`src/rtl/av_sched_pkg.sv`:
```
// rtl/av_sched_pkg.sv - shared types and precision codes for the attention AV scheduler
//
// Purpose : scheduler state encoding and token-precision codes.
//           The precision codes are shared with the attention_av_multiply engine
//           and its testbench.
// Ports   : none (package)
package av_sched_pkg;

    typedef enum logic [1:0] {
        ST_IDLE  = 2'd0,
        ST_START = 2'd1,
        ST_WAIT  = 2'd2,
        ST_RESP  = 2'd3
    } sched_state_t;

    localparam logic [3:0] PREC_INT4 = 4'd0;
    localparam logic [3:0] PREC_INT8 = 4'd1;
    localparam logic [3:0] PREC_FP16 = 4'd2;

endpackage

```
`src/rtl/rr_arbiter.sv`:
```
// rtl/rr_arbiter.sv - combinational rotate-priority requester pick
//
// Purpose : picks the first set request bit, searching upward from
//           last_grant+1 and wrapping modulo NUM_REQ.
// Ports   : req        - request vector, one bit per requester
//           last_grant - index of the most recently served requester
//           gnt_idx    - selected requester index (valid when gnt_any)
//           gnt_any    - at least one request is set
module rr_arbiter #(
    parameter int NUM_REQ = 4
) (
    input  logic [NUM_REQ-1:0]         req,
    input  logic [$clog2(NUM_REQ)-1:0] last_grant,
    output logic [$clog2(NUM_REQ)-1:0] gnt_idx,
    output logic                       gnt_any
);

    localparam int IW = $clog2(NUM_REQ);

    int k;

    // Walk offsets from farthest to nearest so the nearest set bit after
    // last_grant is the one left standing.
    always_comb begin
        gnt_any = 1'b0;
        gnt_idx = '0;
        k       = 0;
        for (int i = NUM_REQ; i >= 1; i--) begin
            k = (int'(last_grant) + i) % NUM_REQ;
            if (req[IW'(k)]) begin
                gnt_any = 1'b1;
                gnt_idx = IW'(k);
            end
        end
    end

endmodule

```
`src/rtl/attention_av_scheduler.sv`:
```
// rtl/attention_av_scheduler.sv - round-robin job scheduler for one shared attention_av_multiply engine
//
// Purpose : arbitrates NUM_REQ requesters, snapshots the granted requester's
//           token-precision row, runs the engine start/done handshake with a
//           timeout, and returns a tagged completion.
// Ports   : clk, rst_n                  - clock, asynchronous active-low reset
//           req_valid / req_accept      - level requests / one-cycle one-hot accept
//           cfg_we, cfg_id, cfg_tok,
//           cfg_prec                    - precision-table write port
//           eng_start / eng_done        - engine handshake
//           eng_token_precision         - precision snapshot for the running job
//           eng_sel                     - granted requester, steers external muxes
//           rsp_valid, rsp_id,
//           rsp_timeout / rsp_ready     - completion handshake
//           busy                        - any state other than IDLE
module attention_av_scheduler
    import av_sched_pkg::*;
#(
    parameter int NUM_REQ = 4,
    parameter int L       = 8,
    parameter int TIMEOUT = 1024
) (
    input  logic                       clk,
    input  logic                       rst_n,
    input  logic [NUM_REQ-1:0]         req_valid,
    output logic [NUM_REQ-1:0]         req_accept,
    input  logic                       cfg_we,
    input  logic [$clog2(NUM_REQ)-1:0] cfg_id,
    input  logic [$clog2(L)-1:0]       cfg_tok,
    input  logic [3:0]                 cfg_prec,
    output logic                       eng_start,
    input  logic                       eng_done,
    output logic [L-1:0][3:0]          eng_token_precision,
    output logic [$clog2(NUM_REQ)-1:0] eng_sel,
    output logic                       rsp_valid,
    output logic [$clog2(NUM_REQ)-1:0] rsp_id,
    output logic                       rsp_timeout,
    input  logic                       rsp_ready,
    output logic                       busy
);

    localparam int IW = $clog2(NUM_REQ);
    localparam int CW = $clog2(TIMEOUT);
    localparam logic [CW-1:0] CNT_LAST = CW'(TIMEOUT - 1);

    sched_state_t                    state_q, state_d;
    logic [IW-1:0]                   last_grant_q;
    logic [IW-1:0]                   gnt_idx;
    logic                            gnt_any;
    logic [CW-1:0]                   cnt_q;
    logic [NUM_REQ-1:0][L-1:0][3:0]  prec_tbl_q;

    rr_arbiter #(
        .NUM_REQ (NUM_REQ)
    ) u_arb (
        .req        (req_valid),
        .last_grant (last_grant_q),
        .gnt_idx    (gnt_idx),
        .gnt_any    (gnt_any)
    );

    always_ff @(posedge clk or negedge rst_n) begin
        if (!rst_n) begin
            state_q <= ST_IDLE;
        end else begin
            state_q <= state_d;
        end
    end

    // Done is checked before the terminal count so a done arriving on the
    // last counted cycle completes normally.
    always_comb begin
        state_d = state_q;
        unique case (state_q)
            ST_IDLE:  if (gnt_any) state_d = ST_START;
            ST_START: state_d = ST_WAIT;
            ST_WAIT:  if (eng_done || (cnt_q == CNT_LAST)) state_d = ST_RESP;
            ST_RESP:  if (rsp_ready) state_d = ST_IDLE;
            default:  state_d = ST_IDLE;
        endcase
    end

    always_comb begin
        req_accept = '0;
        eng_start  = 1'b0;
        rsp_valid  = 1'b0;
        busy       = (state_q != ST_IDLE);
        unique case (state_q)
            ST_IDLE:  if (gnt_any) req_accept[gnt_idx] = 1'b1;
            ST_START: eng_start = 1'b1;
            ST_RESP:  rsp_valid = 1'b1;
            default:  ;
        endcase
    end

    assign rsp_id = eng_sel;

    // Job context. eng_sel and the snapshot only change on a grant so the
    // external muxes stay valid through RESP.
    always_ff @(posedge clk or negedge rst_n) begin
        if (!rst_n) begin
            last_grant_q        <= IW'(NUM_REQ - 1);
            eng_sel             <= '0;
            eng_token_precision <= {L{PREC_FP16}};
            cnt_q               <= '0;
            rsp_timeout         <= 1'b0;
        end else begin
            unique case (state_q)
                ST_IDLE: begin
                    if (gnt_any) begin
                        eng_sel             <= gnt_idx;
                        eng_token_precision <= prec_tbl_q[gnt_idx];
                    end
                end
                ST_START: begin
                    cnt_q       <= '0;
                    rsp_timeout <= 1'b0;
                end
                ST_WAIT: begin
                    if (eng_done) begin
                        rsp_timeout <= 1'b0;
                    end else if (cnt_q == CNT_LAST) begin
                        rsp_timeout <= 1'b1;
                    end else begin
                        cnt_q <= cnt_q + 1'b1;
                    end
                end
                ST_RESP: begin
                    if (rsp_ready) last_grant_q <= eng_sel;
                end
                default: ;
            endcase
        end
    end

    // Table write and snapshot read share a cycle; the snapshot sees the
    // pre-write value because both are registered on the same edge.
    always_ff @(posedge clk or negedge rst_n) begin
        if (!rst_n) begin
            prec_tbl_q <= {(NUM_REQ * L){PREC_FP16}};
        end else if (cfg_we) begin
            prec_tbl_q[cfg_id][cfg_tok] <= cfg_prec;
        end
    end

endmodule

```
`config.mk`:
```
export PLATFORM = sky130hd
export DESIGN_NAME = attention_av_scheduler
export DESIGN_NICKNAME = d
export VERILOG_FILES = /design/src/rtl/av_sched_pkg.sv /design/src/rtl/rr_arbiter.sv /design/src/rtl/attention_av_scheduler.sv
export SDC_FILE = /design/constraint.sdc
export NUM_CORES = 1
export LEC_CHECK = 0
export ABC_AREA = 1
export BUFFER_PORTS_ARGS = -buffer_cell sky130_fd_sc_hd__buf_2
export CORE_UTILIZATION = 60
export CTS_BUF_LIST = sky130_fd_sc_hd__clkbuf_8
export DETAILED_ROUTE_END_ITERATION = 16
export HOLD_SLACK_MARGIN = 0.06
export PLACE_DENSITY = 0.89
export SYNTH_ARGS = -nofsm -noshare
export SYNTH_HDL_FRONTEND = slang
export SYNTH_SLANG_ARGS = --single-unit
```
`constraint.sdc`:
```
create_clock -name clk -period 4.75 [get_ports clk]
set_clock_uncertainty 0.1 [all_clocks]
set_input_delay 0 -clock clk [delete_from_list [all_inputs] [get_ports clk]]
set_output_delay 0 -clock clk [all_outputs]
set_load 0.05 [all_outputs]
```
==> results by group <==
Synthesis
  – Post-synth ARST share: 1.00
  – Yosys reg bits: 177
  – Post-synth EDFFs: 0
  – Sequential-to-total area share from yosys stat: 0.532
  – Mux contribution to synthesized area: 0
  – Most used flip-flop cell after synthesis: dfrtp_1
  – Mapped Avg Cell Area: 8.07 sq um
  – Main combinational cell family by area after synthesis: simple AND/OR/NAND/NOR gates
  – Yosys warnings: 0
  – Synth Area in Compound Gates: 0.0933
  – Synth Area in Simple Gates: 0.279
  – Mapped Area: 0.00843 sq mm
  – Synth cell types: 33
  – Fraction of synthesized cell area in xor and xnor cells: 0.00624
  – Synthesized Nets: 1067
  – Cells after Synth: 1044
  – Adder-Cell Fraction of Synth Area: 0.00743

Layout
  – P&R area growth vs syn: 11.4%
  – Antenna cells: 0
  – Final Instance Count excl. Fillers: 1295
  – Core Util, Final: 0.697
  – Fill cells: 1081
  – Layout cells sized above 1: 0.144
  – Nets: 1129

Die
  – DIE HEIGHT: 121 um
  – Core box area: 0.0135 sq mm
  – Initial cell density of the core: 0.626
  – Num rows: 42
  – Io pins: 62
  – Die X: 121 um
  – Die ar.: 0.0145 sq mm

Critical path
  – Critical Path RT: 4.65 ns
  – Crit Path Class: flop to primary output
  – RR Endpoint: eng_token_precision[19]
  – Master of the slowest instance on the critical path: nand2_4
  – Crit. End Element: primary output
  – Reg2reg start: last_grant_q[0]
  – Critical Path Sink: req_accept[3]
  – Critical path's largest stage delay: 0.82 ns
  – CP arrival: 3.43 ns
  – Crit. Startpoint: last_grant_q[0]
  – CP Launch Type: flop
  – Minimum setup slack among reg-to-reg paths: 1.64 ns
  – CP cell instances: inv_2, nand2_1, nand2_1, nand2_1, nand2_1, nand2_2, nand3_4, nand2_4, nand2_1, nor2_1, buf_2
  – Critical path fanouts, max: 105
  – R2R depth: 13
  – Top cell by count, worst path: nand2_1

Route
  – Met2 WL: 9.29 mm
  – WL met3: 1.48 mm
  – Vias per inst: 5.54
  – Via count: 7169
  – Detail Route Antenna Nets: 0
  – Pre-antenna DRT Iters: 5
  – Top Layer Used: met4
  – Metal-1 WL: 8.71 mm
  – Drt initial violations: 758
  – Wirelength per Cell: 15.3 um
  – Total wire length: 19.8 mm
  – DR DRC count: 0

Clock network
  – Worst-path clk slew: 0.08 ns
  – H-tree Lvls: 4
  – Inserted Clock Buffers: 17
  – TritonCTS sink count: 177
  – Clock Path Buffers: 2
  – CTS tree: yes
  – CTS Root Cell: clkbuf_8
  – Clock latency at the later pin of the worst-skew pair: 0.49 ns
  – # resized after CTS: 0

STA
  – Worst slew margin: 0.331
  – Pins Over Slew Limit: 0
  – Slew @ Worst Pin: 1.00 ns
  – Setup_tns: 0 ns
  – # setup viols final: 0
  – Final hold viol count: 0
  – Final min period: 3.53 ns
  – Final period util: 0.744
  – RSZ-0062 raised after global routing: false
  – FMAX: 0.283 GHz
  – Crit path setup slack, layout: 1.22 ns

Placement
  – Port buffer count: 61
  – Final HPWL DP: 12.0 mm
  – Placed Cells: 1243
  – Gpl congestion: 0.886
  – Place WS: 1.72 ns

Run status
  – Status: finished clean

Global routing
  – Vias in the first global route: 6742
  – Grt ovf: 0
  – Gr usage total: 0.295
  – Pin count of the biggest net entering global routing: 106
  – Initial antenna violation count: 0
  – First-pass GRT wire length: 32.9 mm

Flow run
  – Max_cap viols: 0

Pwr
  – Leak: 0.00466 uW
  – Worst vdd ir: 0.516 mV
  – PwrDens: 694 mW/mm^2

Min path
  – Hold crit path type: input port to flop
[cells in the final DEF (no fill, tap or decap), types with 11 or more instances in the layout]
cell and count:
nor3_1 11, inv_1 124, clkbuf_8 19, or2_2 12
nand3_1 121, o21ai_0 140, dfstp_2 42, dfrtp_1 135
or2_1 26, buf_2 60, nor2_1 14, dlygate4sd3_1 19
nand2_1 343
[per-layer routing]
metal / vias to the layer above / track usage
li1: 3440 / -
met1: 3394 / 0.406
met2: 299 / 0.461
met3: 36 / 0.0670
met4: 0 / 0.107
met5: - / 0
[cells in the mapped netlist (8+ instances only)]
cell type / number / area, sq um
buf_4: 9 / 67.6
clkbuf_1: 17 / 63.8
dfrtp_1: 135 / 3380
dfstp_2: 42 / 1100
nand2_1: 343 / 1290
or2_1: 26 / 163
nand3_1: 121 / 606
or2_2: 12 / 75.1
nor2_1: 14 / 52.6
buf_2: 8 / 40.0
inv_1: 121 / 454
nor3_1: 11 / 55.1
o21ai_0: 140 / 701
[how the worst min path moves through the flow]
stage | slack (ns) | to | cells after the start | startpoint
floorplan | -0.40 | cnt_q[0] | 0 | rst_n
global placement | -0.04 | prec_tbl_q[46] | 1 | rst_n
detailed placement | -0.04 | prec_tbl_q[12] | 1 | rst_n
CTS | 0.09 | prec_tbl_q[29] | 4 | cfg_we
global route | 0.14 | prec_tbl_q[21] | 4 | cfg_we
finish | 0.12 | prec_tbl_q[21] | 4 | cfg_we
[metrics by stage]
stage	cell area (sq um)	hold WS [ns]	power, uW
6_report	9380	0.125	6510
5_1_grt	9380	0.141	7000
4_1_cts	9380	0.0949	6490
3_5_place_dp	8760	-0.0375	5380
3_3_place_gp	8760	-0.0449	5290
2_1_floorplan	8430	-0.396	4830
[critical path, delay by kind of cell (launching register included)]
family | cells | cell delay (ns)
flops | 1 | 0.67
buf+inv | 2 | 0.39
simple gates | 9 | 1.87
[what timing repair did]
item	CTS	global route
setup buffers	0	0
hold buffers	20	0
hold endpoints to repair	187	0
setup endpoints to repair	0	0
[layout make-up]
| type | instances | area (sq um) | area share |
|---|---|---|---|
| Tap cell | 176 | 220 | 0.0235 |
| Clock buffer | 19 | 262 | 0.0279 |
| Clock inverter | 13 | 146 | 0.0156 |
| Multi-Input combinational cell | 702 | 3260 | 0.347 |
| Inverter | 124 | 465 | 0.0496 |
| Timing Repair Buffer | 84 | 552 | 0.0588 |
| Sequential cell | 177 | 4480 | 0.478 |
[cell families (layout without fill, tap and decap cells)]
| family | count (synthesis) | count (layout) |
|---|---|---|
| AO/OA/AOI/OAI | 152 | 152 |
| XOR/XNOR | 6 | 6 |
| adder cells (fa/ha/maj) | 5 | 5 |
| buffers and inverters | 165 | 240 |
| flip-flops | 177 | 177 |
| AND/OR/NAND/NOR | 539 | 539 |
[flip-flops by register name, summed over array words and instances, names as in the netlist]
signal               cells
state_q                  2
cnt_q                   10
rsp_timeout              1
prec_tbl_q             128
last_grant_q             2
eng_sel                  2
eng_token_precision     32
[power by group]
| part | internal (uW) | leakage (uW) | switching (uW) |
|---|---|---|---|
| clock | 539 | 0.000219 | 534 |
| sequential | 1930 | 0.00218 | 222 |
| combinational | 963 | 0.00225 | 2320 |
| total | 3440 | 0.00466 | 3080 |
(Power assumes the default switching activity.)
